<file path="config.mk">
export PLATFORM = sky130hd
export DESIGN_NAME = muldiv_seq
export DESIGN_NICKNAME = d
export VERILOG_FILES = /design/src/rtl/muldiv_pkg.sv /design/src/rtl/muldiv_step.sv /design/src/rtl/muldiv_seq.sv
export SDC_FILE = /design/constraint.sdc
export NUM_CORES = 1
export LEC_CHECK = 0
export ABC_CLOCK_PERIOD_IN_PS = 8400
export CORE_AREA = 3 3 119 121
export DETAILED_ROUTE_END_ITERATION = 6
export DIE_AREA = 0 0 122 124
export PLACE_DENSITY = 0.86
export RECOVER_POWER = 50
export SLEW_MARGIN = 10
export SYNTH_ARGS = -nofsm -noshare
export SYNTH_HDL_FRONTEND = slang
export SYNTH_SLANG_ARGS = --single-unit
</file>
<file path="constraint.sdc">
create_clock -name clk -period 8.4 [get_ports clk]
set_input_delay 1.26 -clock clk [delete_from_list [all_inputs] [get_ports clk]]
set_output_delay 1.26 -clock clk [all_outputs]
set_load 0.01 [all_outputs]
</file>
<file path="src/rtl/muldiv_pkg.sv">
// Shared types and constants for the iterative multiply/divide sequencer.
package muldiv_pkg;

    // Sequencer states; FIX is only reachable when signed support is built in.
    typedef enum logic [1:0] {
        IDLE = 2'd0,
        RUN  = 2'd1,
        FIX  = 2'd2,
        DONE = 2'd3
    } state_t;

    localparam logic OP_MUL = 1'b0;
    localparam logic OP_DIV = 1'b1;

    localparam int MULDIV_N = 32;

    // Step-counter width for an n-step operation (at least one bit).
    function automatic int cnt_width(input int n);
        return (n > 1) ? $clog2(n) : 1;
    endfunction

    localparam int CNT_W = cnt_width(MULDIV_N);

endpackage

</file>
<file path="src/rtl/muldiv_step.sv">
// Shared N-bit add/sub step for muldiv_seq.
// res = {carry, sum} for add, {borrow, difference} for sub.
module muldiv_step #(
    parameter int N = 32
) (
    input  logic [N-1:0] x,
    input  logic [N-1:0] y,
    input  logic         sub,
    output logic [N:0]   res
);

    logic [N-1:0] y_eff;
    logic [N:0]   sum;

    // Conditionally invert the second operand so one adder serves both add and sub.
    genvar gi;
    generate
        for (gi = 0; gi < N; gi++) begin : g_inv
            assign y_eff[gi] = y[gi] ^ sub;
        end
    endgenerate

    // x + ~y + 1 for subtraction; the carry out is the inverse of the borrow.
    always_comb begin
        sum = {1'b0, x} + {1'b0, y_eff} + {{N{1'b0}}, sub};
        res = {sum[N] ^ sub, sum[N-1:0]};
    end

endmodule

</file>
<file path="src/rtl/muldiv_seq.sv">
// Iterative MIPS HI/LO multiply/divide sequencer: one add/sub step per cycle, N cycles.
// Optional feature macro: MULDIV_SIGNED_EN enables signed MULT/DIV (extra FIX cycle).
module muldiv_seq
    import muldiv_pkg::*;
#(
    parameter int N = 32
) (
    input  logic         clk,
    input  logic         rst,
    input  logic         start,
    input  logic         op,
    input  logic         is_signed,
    input  logic [N-1:0] a,
    input  logic [N-1:0] b,
    output logic         busy,
    output logic         done,
    output logic         div_zero,
    output logic [N-1:0] hi,
    output logic [N-1:0] lo
);

    localparam int CW = cnt_width(N);
    localparam logic [CW-1:0] CNT_LAST = CW'(N - 1);
    localparam logic [CW-1:0] CNT_ONE  = CW'(1);

    state_t         state_reg, state_next;
    logic [CW-1:0]  cnt_reg, cnt_next;
    logic [N-1:0]   hi_reg, hi_next;
    logic [N-1:0]   lo_reg, lo_next;
    logic [N-1:0]   b_reg, b_next;
    logic           op_reg, op_next;
    logic           div_zero_reg, div_zero_next;

    logic [N-1:0]   a_mag, b_mag;
    logic [N-1:0]   div_shift;
    logic [N-1:0]   step_x;
    logic [N:0]     step_res;
    logic [N:0]     mul_sum;
    logic           div_ok;
    logic [N-1:0]   step_hi, step_lo;

`ifdef MULDIV_SIGNED_EN
    localparam logic [N-1:0]   ONE_N  = {{(N-1){1'b0}}, 1'b1};
    localparam logic [2*N-1:0] ONE_2N = {{(2*N-1){1'b0}}, 1'b1};
    logic           sgn_reg, sgn_next;
    logic           neg_lo_reg, neg_lo_next;
    logic           neg_hi_reg, neg_hi_next;
    logic           a_neg, b_neg;
    logic [2*N-1:0] prod_neg;

    // Signed requests run on magnitudes; signs are fixed up after the last step.
    always_comb begin
        a_neg    = is_signed & a[N-1];
        b_neg    = is_signed & b[N-1];
        a_mag    = a_neg ? (~a + ONE_N) : a;
        b_mag    = b_neg ? (~b + ONE_N) : b;
        prod_neg = ~{hi_reg, lo_reg} + ONE_2N;
    end
`else
    logic is_signed_unused;
    assign is_signed_unused = is_signed;

    // Unsigned-only build: operands pass straight through.
    always_comb begin
        a_mag = a;
        b_mag = b;
    end
`endif

    muldiv_step #(.N(N)) u_step (
        .x   (step_x),
        .y   (b_reg),
        .sub (op_reg),
        .res (step_res)
    );

    // One multiply (shift-add) or divide (restoring) iteration on the current hi/lo.
    always_comb begin
        div_shift = {hi_reg[N-2:0], lo_reg[N-1]};
        step_x    = (op_reg == OP_DIV) ? div_shift : hi_reg;
        mul_sum   = lo_reg[0] ? step_res : {1'b0, hi_reg};
        // The bit shifted out of hi is the MSB of the partial remainder;
        // when set the subtraction always succeeds.
        div_ok    = ~step_res[N] | hi_reg[N-1];
        if (op_reg == OP_DIV) begin
            step_hi = div_ok ? step_res[N-1:0] : div_shift;
            step_lo = {lo_reg[N-2:0], div_ok};
        end else begin
            step_hi = mul_sum[N:1];
            step_lo = {mul_sum[0], lo_reg[N-1:1]};
        end
    end

    // FSM state register.
    always_ff @(posedge clk) begin
        if (rst) begin
            state_reg <= IDLE;
        end else begin
            state_reg <= state_next;
        end
    end

    // FSM next-state logic.
    always_comb begin
        state_next = state_reg;
        case (state_reg)
            IDLE: if (start) state_next = RUN;
            RUN: begin
                if (cnt_reg == CNT_LAST) begin
`ifdef MULDIV_SIGNED_EN
                    state_next = sgn_reg ? FIX : DONE;
`else
                    state_next = DONE;
`endif
                end
            end
            FIX:     state_next = DONE;
            DONE:    state_next = IDLE;
            default: state_next = IDLE;
        endcase
    end

    // FSM outputs.
    always_comb begin
        busy     = (state_reg == RUN) || (state_reg == FIX);
        done     = (state_reg == DONE);
        div_zero = div_zero_reg;
        hi       = hi_reg;
        lo       = lo_reg;
    end

    // Datapath next values: load on accept, iterate in RUN, sign fix in FIX.
    always_comb begin
        hi_next       = hi_reg;
        lo_next       = lo_reg;
        b_next        = b_reg;
        op_next       = op_reg;
        cnt_next      = cnt_reg;
        div_zero_next = div_zero_reg;
`ifdef MULDIV_SIGNED_EN
        sgn_next      = sgn_reg;
        neg_lo_next   = neg_lo_reg;
        neg_hi_next   = neg_hi_reg;
`endif
        case (state_reg)
            IDLE: begin
                if (start) begin
                    hi_next       = '0;
                    lo_next       = a_mag;
                    b_next        = b_mag;
                    op_next       = op;
                    cnt_next      = '0;
                    div_zero_next = 1'b0;
`ifdef MULDIV_SIGNED_EN
                    sgn_next      = is_signed;
                    neg_lo_next   = a_neg ^ b_neg;
                    neg_hi_next   = a_neg;
`endif
                end
            end
            RUN: begin
                hi_next  = step_hi;
                lo_next  = step_lo;
                cnt_next = cnt_reg + CNT_ONE;
            end
`ifdef MULDIV_SIGNED_EN
            FIX: begin
                if (op_reg == OP_MUL) begin
                    if (neg_lo_reg) {hi_next, lo_next} = prod_neg;
                end else begin
                    if (neg_lo_reg) lo_next = ~lo_reg + ONE_N;
                    if (neg_hi_reg) hi_next = ~hi_reg + ONE_N;
                end
            end
`endif
            default: ;
        endcase
        // Flag a zero divisor in the same cycle the done pulse appears.
        if ((state_reg != DONE) && (state_next == DONE)) begin
            div_zero_next = (op_reg == OP_DIV) && (b_reg == '0);
        end
    end

    // Datapath registers.
    always_ff @(posedge clk) begin
        if (rst) begin
            hi_reg       <= '0;
            lo_reg       <= '0;
            b_reg        <= '0;
            op_reg       <= OP_MUL;
            cnt_reg      <= '0;
            div_zero_reg <= 1'b0;
`ifdef MULDIV_SIGNED_EN
            sgn_reg      <= 1'b0;
            neg_lo_reg   <= 1'b0;
            neg_hi_reg   <= 1'b0;
`endif
        end else begin
            hi_reg       <= hi_next;
            lo_reg       <= lo_next;
            b_reg        <= b_next;
            op_reg       <= op_next;
            cnt_reg      <= cnt_next;
            div_zero_reg <= div_zero_next;
`ifdef MULDIV_SIGNED_EN
            sgn_reg      <= sgn_next;
            neg_lo_reg   <= neg_lo_next;
            neg_hi_reg   <= neg_hi_next;
`endif
        end
    end

endmodule
</file>
==> impl_metrics.csv <==
group,metric,value,unit
status,status,"complete, but fails checks",
status,failing_checks,"capacitance limit, slew limit",
sta,total_neg_setup_slack,0,ns
synthesis,synth.area.mux_share,12.8,%
routing,detailroute.via_count,7451,
setup_path,worstRegToRegCells,12,
placed_design,io_buffer_count,134,
synthesis,synthAdderAreaFrac,6.34,%
setup_path,rr_startpoint,"op_reg$_SDFFE_PP0P_",
sta,finalHoldViolations,0,
routing,routed_wirelength,21600,um
synthesis,synth_common_cells,"133 x nand2_1, 118 x a21oi_1, 105 x dfxtp_1, 89 x nor2_1, 60 x mux2i_1",
floorplanning,core_region_area,13200,um^2
clock_tree,root_buffer,"clkbuf_16",
sta,slew_violations,34,
synthesis,area_fraction_in_compound_gates_after_synthesis,25.4,%
routing,avgRoutedWirePerCell,17.6,um
cells_and_area,layout-area-overhead-vs-synth,21.4,%
sta,finClkSkew,0.00800,ns
setup_path,crit_chain,"buf_4 -> mux2_2 -> ha_1 -> a21oi_1 -> o21ai_0 -> a211o_1 -> or3_4 -> a21oi_2 -> a32oi_2 -> buf_4 -> mux2i_1 -> o221ai_1",
cells_and_area,finish.net_count,1154,
setup_path,timing.reg2reg.setup_slack,2.82,ns
setup_path,timing.critical_path.max_delay_family,"compound AO/OA/AOI/OAI gates",
synthesis,synth_top_family_by_area,"compound AO/OA/AOI/OAI gates",
setup_path,timing.critical_path.from_type,"register",
setup_path,worst_r2r_endpoint,"hi[28]$_SDFFE_PP0P_",
routing,drt_pre_antenna_iters,5,
synthesis,synth-xor-area-share,7.01,%
synthesis,postSynth.asyncResetShare,0,%
floorplanning,die_h,124,um
min_path,hold_path_class,"reg2reg",
routing,route.detailed.drc,0,
sta,setup_violation_total_in_the_final_timing_report,0,
routing,route.detailed.vias_per_inst,6.07,
run,max_cap_violations,1,
synthesis,post_synth_instance_area,7620,um^2
setup_path,cpMostUsedCell,"buf_4",
synthesis,synthDistinctLibCells,67,
power_and_ir_drop,power-per-cell-area,152,nW/um^2
sta,timing_worst_slew_pin_value,1.59,ns
setup_path,critical_path_top_delay_cell,"dfxtp_4",
synthesis,yosysSeqAreaShare,27.6,%
setup_path,worstPathRequired,8.59,ns
routing,drt.antenna.violating_nets,0,
synthesis,netlist.area_leader.share,27.6,%
global_routing,number_of_global_route_vias_before_repair,6994,
sta,max_fclk,0.179,GHz
synthesis,post_synth_inst_count,964,
synthesis,synth_enable_flop_cells,0,
floorplanning,io-pin-count,136,
clock_tree,clk_path_buf_depth,2,
setup_path,delay_of_the_slowest_critical_path_stage,0.99,ns
synthesis,post-synth-top-count-cell,"nand2_1",
sta,grt_setup_unrepaired,"false",
clock_tree,post_cts.resized_instances,0,
synthesis,yosys_register_bits,105,
sta,post_route_fraction_of_the_period_consumed_by_the_critical_path,66.4,%
power_and_ir_drop,fin_total_pwr,1.41,mW
sta,max-slew-margin-rel,-6.28,%
global_routing,antenna_found_initial,0,
global_routing,grt_max_degree,76,
synthesis,synthFlopType,"dfxtp_1",
min_path,worst_hold_startpoint,"b_reg[29]$_SDFFE_PP0P_",
clock_tree,cts.sinks,105,
clock_tree,clock_latency,0.36,ns
setup_path,endpoint_kind,"register",
power_and_ir_drop,p_leak,3.85,nW
synthesis,ys.warnings.count,0,
clock_tree,tritoncts_buffer_count,9,
cells_and_area,drive_gt1_share,7.79,%
placed_design,dp_cells,1212,
min_path,number_of_instances_on_the_worst_hold_path,2,
cells_and_area,antenna-diode-count,0,
clock_tree,cts_post_setup_buffers_inserted,0,
clock_tree,tritoncts,"built",
synthesis,library_cell_occupying_the_most_area_in_the_post_synthesis_netlist,"dfxtp_1",
synthesis,post_synthesis_mean_instance_area,7.90,um^2
synthesis,synth.top_cells.by_area,"dfxtp_1 28%, mux2i_1 7.9%, a21oi_1 7.8%",
setup_path,crit_arrival,5.77,ns
sta,setup_slack,2.82,ns
setup_path,crit_path_max_fo,75,
global_routing,groute.usage.overall,28.8,%
setup_path,worstPathBufferInverterCount,2,
floorplanning,row_count,42,
floorplanning,dieArea,15100,um^2
synthesis,synth_simple_gate_area_share,16.3,%
min_path,hold_path_end,"b_reg[29]$_SDFFE_PP0P_",
power_and_ir_drop,peakVddDrop,0.000236,V
clock_tree,cts_hold_buffers,0,
sta,timing.final.crit_period,5.58,ns
routing,dr.first_iter.drc_count,450,
placed_design,gp_congestion,0.957,
sta,hold_ws,0.488,ns
floorplanning,initial_utilization,57.7,%
synthesis,postSynthNetCount,1071,
clock_tree,cts_htree_levels,3,
global_routing,first_pass_grt_wire_length,35300,um
setup_path,critPathKind,"reg2reg",
cells_and_area,finalNonFillerCells,1228,
floorplanning,die_x,122,um
placed_design,setup_ws_pre_cts,2.92,ns
clock_tree,clk_pin_slew_worst_paths,0.08,ns
placed_design,dp_hpwl,15500,um
global_routing,grt_overflow_total,0,
==> how the worst max path moves through the flow <==
stage,depth (start not counted),endpoint,from,slack [ns]
2_1_floorplan,15,hi[16]$_SDFFE_PP0P_,op_reg$_SDFFE_PP0P_,4.15
3_3_place_gp,12,hi[30]$_SDFFE_PP0P_,op_reg$_SDFFE_PP0P_,2.95
3_5_place_dp,12,hi[17]$_SDFFE_PP0P_,op_reg$_SDFFE_PP0P_,2.92
4_1_cts,12,hi[28]$_SDFFE_PP0P_,op_reg$_SDFFE_PP0P_,2.88
5_1_grt,12,hi[28]$_SDFFE_PP0P_,op_reg$_SDFFE_PP0P_,2.45
6_report,12,hi[28]$_SDFFE_PP0P_,op_reg$_SDFFE_PP0P_,2.82
==> power by group <==
group | total [mW] | leakage [nW] | switching [mW] | internal (mW)
clock | 0.419 | 0.142 | 0.206 | 0.213
sequential | 0.580 | 0.859 | 0.0482 | 0.532
combinational | 0.410 | 2.85 | 0.232 | 0.178
==> cells in the final DEF, fill, tap and decap left out, types with 4 or more instances in the layout <==
cell	instances
nand2_1	133
a21oi_1	118
dfxtp_1	103
nor2_1	89
clkdlybuf4s50_1	67
dlygate4sd3_1	66
mux2i_1	60
xor2_1	43
a211oi_1	42
ha_1	36
mux2_2	33
o21ai_0	33
xnor2_1	18
a31oi_1	17
inv_1	14
nand3_1	12
nor2b_1	12
nor4_1	12
nand4_1	10
o221ai_1	10
clkbuf_16	9
a22o_1	8
buf_4	8
and3_1	6
o211ai_1	5
a22oi_1	4
o21bai_1	4
nor3_1	4
a21o_1	4
==> cell type report <==
type	count	area (um^2)
well taps	176	220
multi-input cells	775	5180
inverters	14	52.6
fillers	1068	3940
repair buffers	142	1400
clock buffers	10	239
clock inverters	6	48.8
flip-flops and latches	105	2110
==> routing by layer <==
layer | part of all wire, % | vias up | global-route usage, %
met2 | 48 | 240 | 48.2
met1 | 44 | 3505 | 37.9
li1 | - | 3675 | -
met4 | 1.6 | 0 | 6.93
met3 | 6.5 | 31 | 6.63
met5 | 0 | - | 0
==> tightest hold or removal path: cells and delay by family (launching register included) <==
kind | cells | cell delay (ns)
DFF | 1 | 0.33
and+or+nand+nor | 1 | 0.06
AOI/OAI and AO/OA | 1 | 0.05
==> through the flow <==
step	area, um^2	util, %
after floorplan	7620	-
after global placement	8960	67.9
after detailed placement	8960	67.9
after CTS	9250	70.1
after global routing	9250	70.1
final	9250	70.1
==> kinds of logic after synthesis <==
logic type,count (synthesis)
xor+xnor,61
compound gates,294
flops,105
simple gates,289
mux,93
fa+ha+maj,38
buf+inv,84
Note: power is estimated with default switching activity, not from simulation.
